[src/rtl/fifo_pkg.sv]
// Shared types and elaboration helpers for the single-clock FIFO.
// Holds pointer sizing and the parameter-legality predicate.
package fifo_pkg;

  typedef enum logic {
    FIFO_STD,
    FIFO_FWFT
  } fifo_mode_e;

  function automatic int ptr_w(input int depth);
    return $clog2(depth) + 1;
  endfunction

  function automatic bit params_ok(
    input int depth,
    input int afull,
    input int aempty
  );
    return (depth >= 4)
      && ((depth & (depth - 1)) == 0)
      && (afull >= 1) && (afull <= depth)
      && (aempty >= 0) && (aempty <= depth - 1);
  endfunction

endpackage

[src/rtl/fifomem.sv]
// FIFO storage array with a registered, enable-gated read port.
// Array contents are never reset; only the read register is.
module fifomem #(
  parameter int DATASIZE = 16,
  parameter int ADDRSIZE = 7
) (
  input  logic                wclk,
  input  logic                wen,
  input  logic [ADDRSIZE-1:0] waddr,
  input  logic [DATASIZE-1:0] wdata,
  input  logic                rclk,
  input  logic                rst,
  input  logic                ren,
  input  logic [ADDRSIZE-1:0] raddr,
  output logic [DATASIZE-1:0] rdata
);

  localparam int DEPTH = 1 << ADDRSIZE;

  logic [DATASIZE-1:0] mem [DEPTH];

  always_ff @(posedge wclk) begin
    if (wen) mem[waddr] <= wdata;
  end

  always_ff @(posedge rclk) begin
    if (rst)      rdata <= '0;
    else if (ren) rdata <= mem[raddr];
  end

endmodule

[src/rtl/sync_fifo_prog.sv]
// Single-clock FIFO with selectable standard / first-word-fall-through read,
// exact fill level, programmable thresholds and sticky error flags.
module sync_fifo_prog
  import fifo_pkg::*;
#(
  parameter int FIFO_WIDTH    = 16,
  parameter int FIFO_DEPTH    = 128,
  parameter int FWFT          = 0,
  parameter int AFULL_THRESH  = FIFO_DEPTH - 4,
  parameter int AEMPTY_THRESH = 4
) (
  input  logic                             clk,
  input  logic                             rst,
  input  logic                             winc,
  input  logic [FIFO_WIDTH-1:0]            wdata,
  output logic                             wfull,
  output logic                             walmost_full,
  input  logic                             rinc,
  output logic [FIFO_WIDTH-1:0]            rdata,
  output logic                             rempty,
  output logic                             ralmost_empty,
  output logic [$clog2(FIFO_DEPTH):0]      level,
  input  logic                             clr_err,
  output logic                             overflow,
  output logic                             underflow
);

  localparam int AW = $clog2(FIFO_DEPTH);
  localparam int LW = ptr_w(FIFO_DEPTH);
  localparam fifo_mode_e MODE = (FWFT != 0) ? FIFO_FWFT : FIFO_STD;
  localparam logic [LW-1:0] FULL_LVL = LW'(FIFO_DEPTH);
  localparam logic [LW-1:0] AF_LVL = LW'(AFULL_THRESH);
  localparam logic [LW-1:0] AE_LVL = LW'(AEMPTY_THRESH);

  if (!params_ok(FIFO_DEPTH, AFULL_THRESH, AEMPTY_THRESH)) begin : g_bad_params
    $error("sync_fifo_prog: illegal depth or threshold parameters");
  end

  logic [AW-1:0] wptr;
  logic [AW-1:0] rptr;
  logic          wren;
  logic          rden;
  logic          ren;

  assign wren = winc & ~wfull;
  assign rden = rinc & ~rempty;

  assign wfull         = (level == FULL_LVL);
  assign walmost_full  = (level >= AF_LVL);
  assign ralmost_empty = (level <= AE_LVL);

  if (MODE == FIFO_FWFT) begin : g_fwft
    logic          ovalid;
    logic [LW-1:0] mem_cnt;

    // level includes the word parked in the output register
    assign mem_cnt = level - {{(LW-1){1'b0}}, ovalid};
    assign ren     = (~ovalid | rden) & (mem_cnt != '0);
    assign rempty  = ~ovalid;

    always_ff @(posedge clk) begin
      if (rst)       ovalid <= 1'b0;
      else if (ren)  ovalid <= 1'b1;
      else if (rden) ovalid <= 1'b0;
    end
  end else begin : g_std
    assign ren    = rden;
    assign rempty = (level == '0);
  end

  always_ff @(posedge clk) begin
    if (rst) begin
      wptr  <= '0;
      rptr  <= '0;
      level <= '0;
    end else begin
      if (wren) wptr <= wptr + AW'(1);
      if (ren)  rptr <= rptr + AW'(1);
      unique case ({wren, rden})
        2'b10:   level <= level + LW'(1);
        2'b01:   level <= level - LW'(1);
        default: level <= level;
      endcase
    end
  end

  // a new error event beats a same-cycle clear
  always_ff @(posedge clk) begin
    if (rst) begin
      overflow  <= 1'b0;
      underflow <= 1'b0;
    end else begin
      if (winc & wfull) overflow <= 1'b1;
      else if (clr_err) overflow <= 1'b0;
      if (rinc & rempty) underflow <= 1'b1;
      else if (clr_err)  underflow <= 1'b0;
    end
  end

  fifomem #(
    .DATASIZE(FIFO_WIDTH),
    .ADDRSIZE(AW)
  ) u_mem (
    .wclk  (clk),
    .wen   (wren),
    .waddr (wptr),
    .wdata (wdata),
    .rclk  (clk),
    .rst   (rst),
    .ren   (ren),
    .raddr (rptr),
    .rdata (rdata)
  );

endmodule

[config.mk]
export PLATFORM = sky130hd
export DESIGN_NAME = sync_fifo_prog
export DESIGN_NICKNAME = d
export VERILOG_FILES = /design/src/rtl/fifo_pkg.sv /design/src/rtl/fifomem.sv /design/src/rtl/sync_fifo_prog.sv
export SDC_FILE = /design/constraint.sdc
export NUM_CORES = 2
export LEC_CHECK = 0
export BUFFER_PORTS_ARGS = -buffer_cell sky130_fd_sc_hd__buf_2
export CELL_PAD_IN_SITES_DETAIL_PLACEMENT = 0
export CELL_PAD_IN_SITES_GLOBAL_PLACEMENT = 1
export CORE_MARGIN = 8
export CORE_UTILIZATION = 50
export DETAILED_ROUTE_END_ITERATION = 6
export PLACE_DENSITY_LB_ADDON = 0.1
export RECOVER_POWER = 50
export SKIP_LAST_GASP = 1
export SLEW_MARGIN = 20
export SYNTH_ARGS = -nofsm -noshare
export SYNTH_HDL_FRONTEND = slang
export SYNTH_SLANG_ARGS = --single-unit
[constraint.sdc]
create_clock -name clk -period 3.5 [get_ports clk]
set_input_delay 0.175 -clock clk [delete_from_list [all_inputs] [get_ports clk]]
set_output_delay 0.175 -clock clk [all_outputs]
set_load 0.05 [all_outputs]
==> flow_metrics.py <==
metrics = {
    "outcome": {
        "status": "finished, violations left",
        "violations": "max-capacitance violations, max-slew violations",
    },
    "die": {
        "row_count": 148,
        "die_x_um": 421,
        "coreArea_um2": 163000,
        "floorplan.initialDensity": 0.503,
        "fp.dieH_um": 421,
        "die-area_um2": 177000,
        "io_pins": 51,
    },
    "power_and_ir_drop": {
        "power_density_nw_per_um2": 647,
        "peakVddDrop_mv": 0.662,
        "p_leak_nw": 29.3,
    },
    "timing": {
        "max_freq_ghz": 0.292,
        "setup_slack_ns": 0.0704,
        "fin_setup_tns_ns": 0,
        "fin_crit_sh": 0.980,
        "rsz0062_at_grt": "no",
        "skew_ns": 0.0238,
        "hold_viol": 0,
        "setup_violations": 0,
        "slew-limit-headroom": -1.40,
        "worstMarginPinSlew_ns": 3.60,
        "slew_viol_final": 1357,
        "period_minus_slack_ns": 3.43,
    },
    "clock_network": {
        "cts.reportedPaths.clkPinSlew_ns": 0.06,
        "cts_tree": "done",
        "clock_path_buffers": 3,
        "h-tree-depth": 4,
        "clock_latency_ns": 0.84,
        "cts_root_buf": "clkbuf_16",
        "cts_sinks": 2088,
        "cts_made_buffers": 208,
    },
    "yosys": {
        "synth_cell_types": 86,
        "muxShareOfSynthArea": 0.149,
        "ys_seq_area_frac": 0.761,
        "synth_seq_cells": 2088,
        "synth_area_um2": 81800,
        "synth_top_area_share": 0.752,
        "synthAdderAreaFrac": 0.000765,
        "synthTopCellsByCount": "2048 x edfxtp_1, 371 x mux4_2, 224 x mux2i_1",
        "synth-edff-count": 2048,
        "avgSynthCellArea_um2": 20.8,
        "synth_cells": 3926,
        "syn_nets": 3952,
        "synth_compound_area_frac": 0.0372,
        "synth_top_family_by_area": "multiplexers",
        "yosysWarnings": 0,
        "synthArstFlopShare": 0,
        "yosysMostFrequentCell": "edfxtp_1",
        "synth_top_area_cell": "edfxtp_1",
        "synthSimpleGateAreaFrac": 0.0273,
        "yosys-top-cells-area": "edfxtp_1 75%, mux4_2 10%, mux2i_1 2.7%",
        "synth_xor_area_frac": 0.00193,
        "synth_ff_type": "edfxtp_1",
    },
    "route": {
        "wl_per_cell_um": 34.7,
        "vias_per_cell": 6.26,
        "dr.pass1.iters": 6,
        "drc": 0,
        "drtIter0Drc": 5272,
        "final_antenna_net_count": 0,
        "vias": 42128,
        "finalWirelength_um": 234000,
    },
    "setup_path": {
        "arrival_ns": 4.16,
        "end_kind": "flop",
        "worstPathRequired_ns": 4.23,
        "crit_type": "reg -> reg",
        "worstSetupStartpointType": "flop",
        "cp_max_fo": 16,
    },
    "layout": {
        "nNetsFinal": 4402,
        "multi_input_area_um2": 17800,
        "final-seq-area_um2": 62300,
        "syn2layout_area_growth_pct": 14.3,
        "drive_gt1_frac": 0.259,
        "fin_cells": 6728,
        "fillCellCount": 12232,
    },
    "grt": {
        "antenna_found_initial": 11,
        "grt_max_degree": 129,
        "grt_overflow": 0,
        "grt_pass1_vias": 41222,
        "grt_pass1_wl_um": 326000,
        "track_usage": 0.262,
    },
    "placed_design": {
        "numPlacedInstances": 6310,
        "port_buffers": 50,
        "place_worst_setup_slack_ns": -0.0863,
        "gp_congestion": 0.844,
        "hpwl_um": 145000,
    },
    "hold_path": {
        "hold_class": "in -> reg",
    },
    "flow_run": {
        "max_cap_viol_count": 22,
    },
}
==> stage by stage <==
step	hold slack (ns)	cell area (µm²)	total power, mW	utilization
after detailed placement	0.466	86900	39.2	0.534
final	0.535	93600	60.5	0.575
after CTS	0.0204	93700	60.9	0.576
after floorplan	0.274	82000	35.3	-
after global placement	0.451	86800	39.2	0.534
after global routing	0.527	93500	62.2	0.575
==> placed cells by master (no fill, tap or decap), types with 39 or more instances in the layout <==
cell / Yosys / layout
clkbuf_16: 0 / 211
mux2i_1: 224 / 224
a221oi_1: 42 / 41
buf_4: 36 / 342
mux4_2: 371 / 371
nor2_1: 217 / 186
clkbuf_1: 63 / 105
o21ai_0: 40 / 39
mux4_1: 46 / 46
nand2_1: 115 / 115
edfxtp_1: 2048 / 2048
o22ai_1: 39 / 39
a22oi_1: 59 / 59
buf_12: 13 / 47
clkinv_1: 1 / 48
a21oi_1: 68 / 67
==> metal layers <==
layer / track usage / up-vias / wire (µm)
li1: - / 17364 / -
met1: 0.386 / 22638 / 99200
met2: 0.414 / 1821 / 111000
met3: 0.0405 / 301 / 17500
met4: 0.0698 / 4 / 6170
met5: 0 / - / 27
==> final timing paths <==
kind,from,endpoint,slack [ns],cells past startpoint
worst max-delay path,rptr[0],u_mem.rdata[13],0.07,9
worst min-delay path,rst,level[7],0.53,4
worst max register to register,rptr[0],u_mem.rdata[13],0.07,9
worst min register to register,level[7],level[7],0.58,2
==> final cells by class <==
cell class | count | share of cell area
timing repair buffer | 476 | 0.0428
inverter | 9 | 0.000388
antenna | 2 | 0.0000535
sequential | 2088 | 0.666
tap | 2175 | 0.0291
clock inverter | 107 | 0.0108
clock buffer | 278 | 0.0598
multi-input combinational | 1593 | 0.191
==> state kept, by name (all words and copies together) (netlist names) <==
name,cells
level,8
overflow,1
rptr,7
u_mem.mem,2048
u_mem.rdata,16
underflow,1
wptr,7
==> power by group <==
group	total [mW]	internal, mW	switching [mW]
logic	10.5	4.45	6.09
registers	28.2	27.7	0.458
clock network	21.8	12.5	9.35
==> cell families after synthesis <==
| family | after synthesis |
|---|---|
| fa+ha+maj | 5 |
| buf+inv | 245 |
| flops | 2088 |
| xor+xnor | 18 |
| simple gates | 482 |
| compound gates | 415 |
| mux | 673 |
==> timing repair <==
| action | in CTS | in global routing |
|---|---|---|
| buffers inserted | 0 | 10 |
| hold buffers | 20 | 1 |
| resized for setup | 1 | 1 |
| setup endpoints to repair | 1 | 7 |
| hold endpoints to repair | 587 | 41 |
==> critical path: stages, from the launching register on <==
cell and delay (ns):
dfxtp_4 0.48, buf_4 0.23, or3b_1 0.46, buf_4 0.21
buf_4 0.16, o221ai_1 0.19, a221o_1 0.33, o221ai_1 0.39
o2111a_1 0.47, a2111oi_2 0.35
No activity file was read; power rests on OpenSTA's default activity.
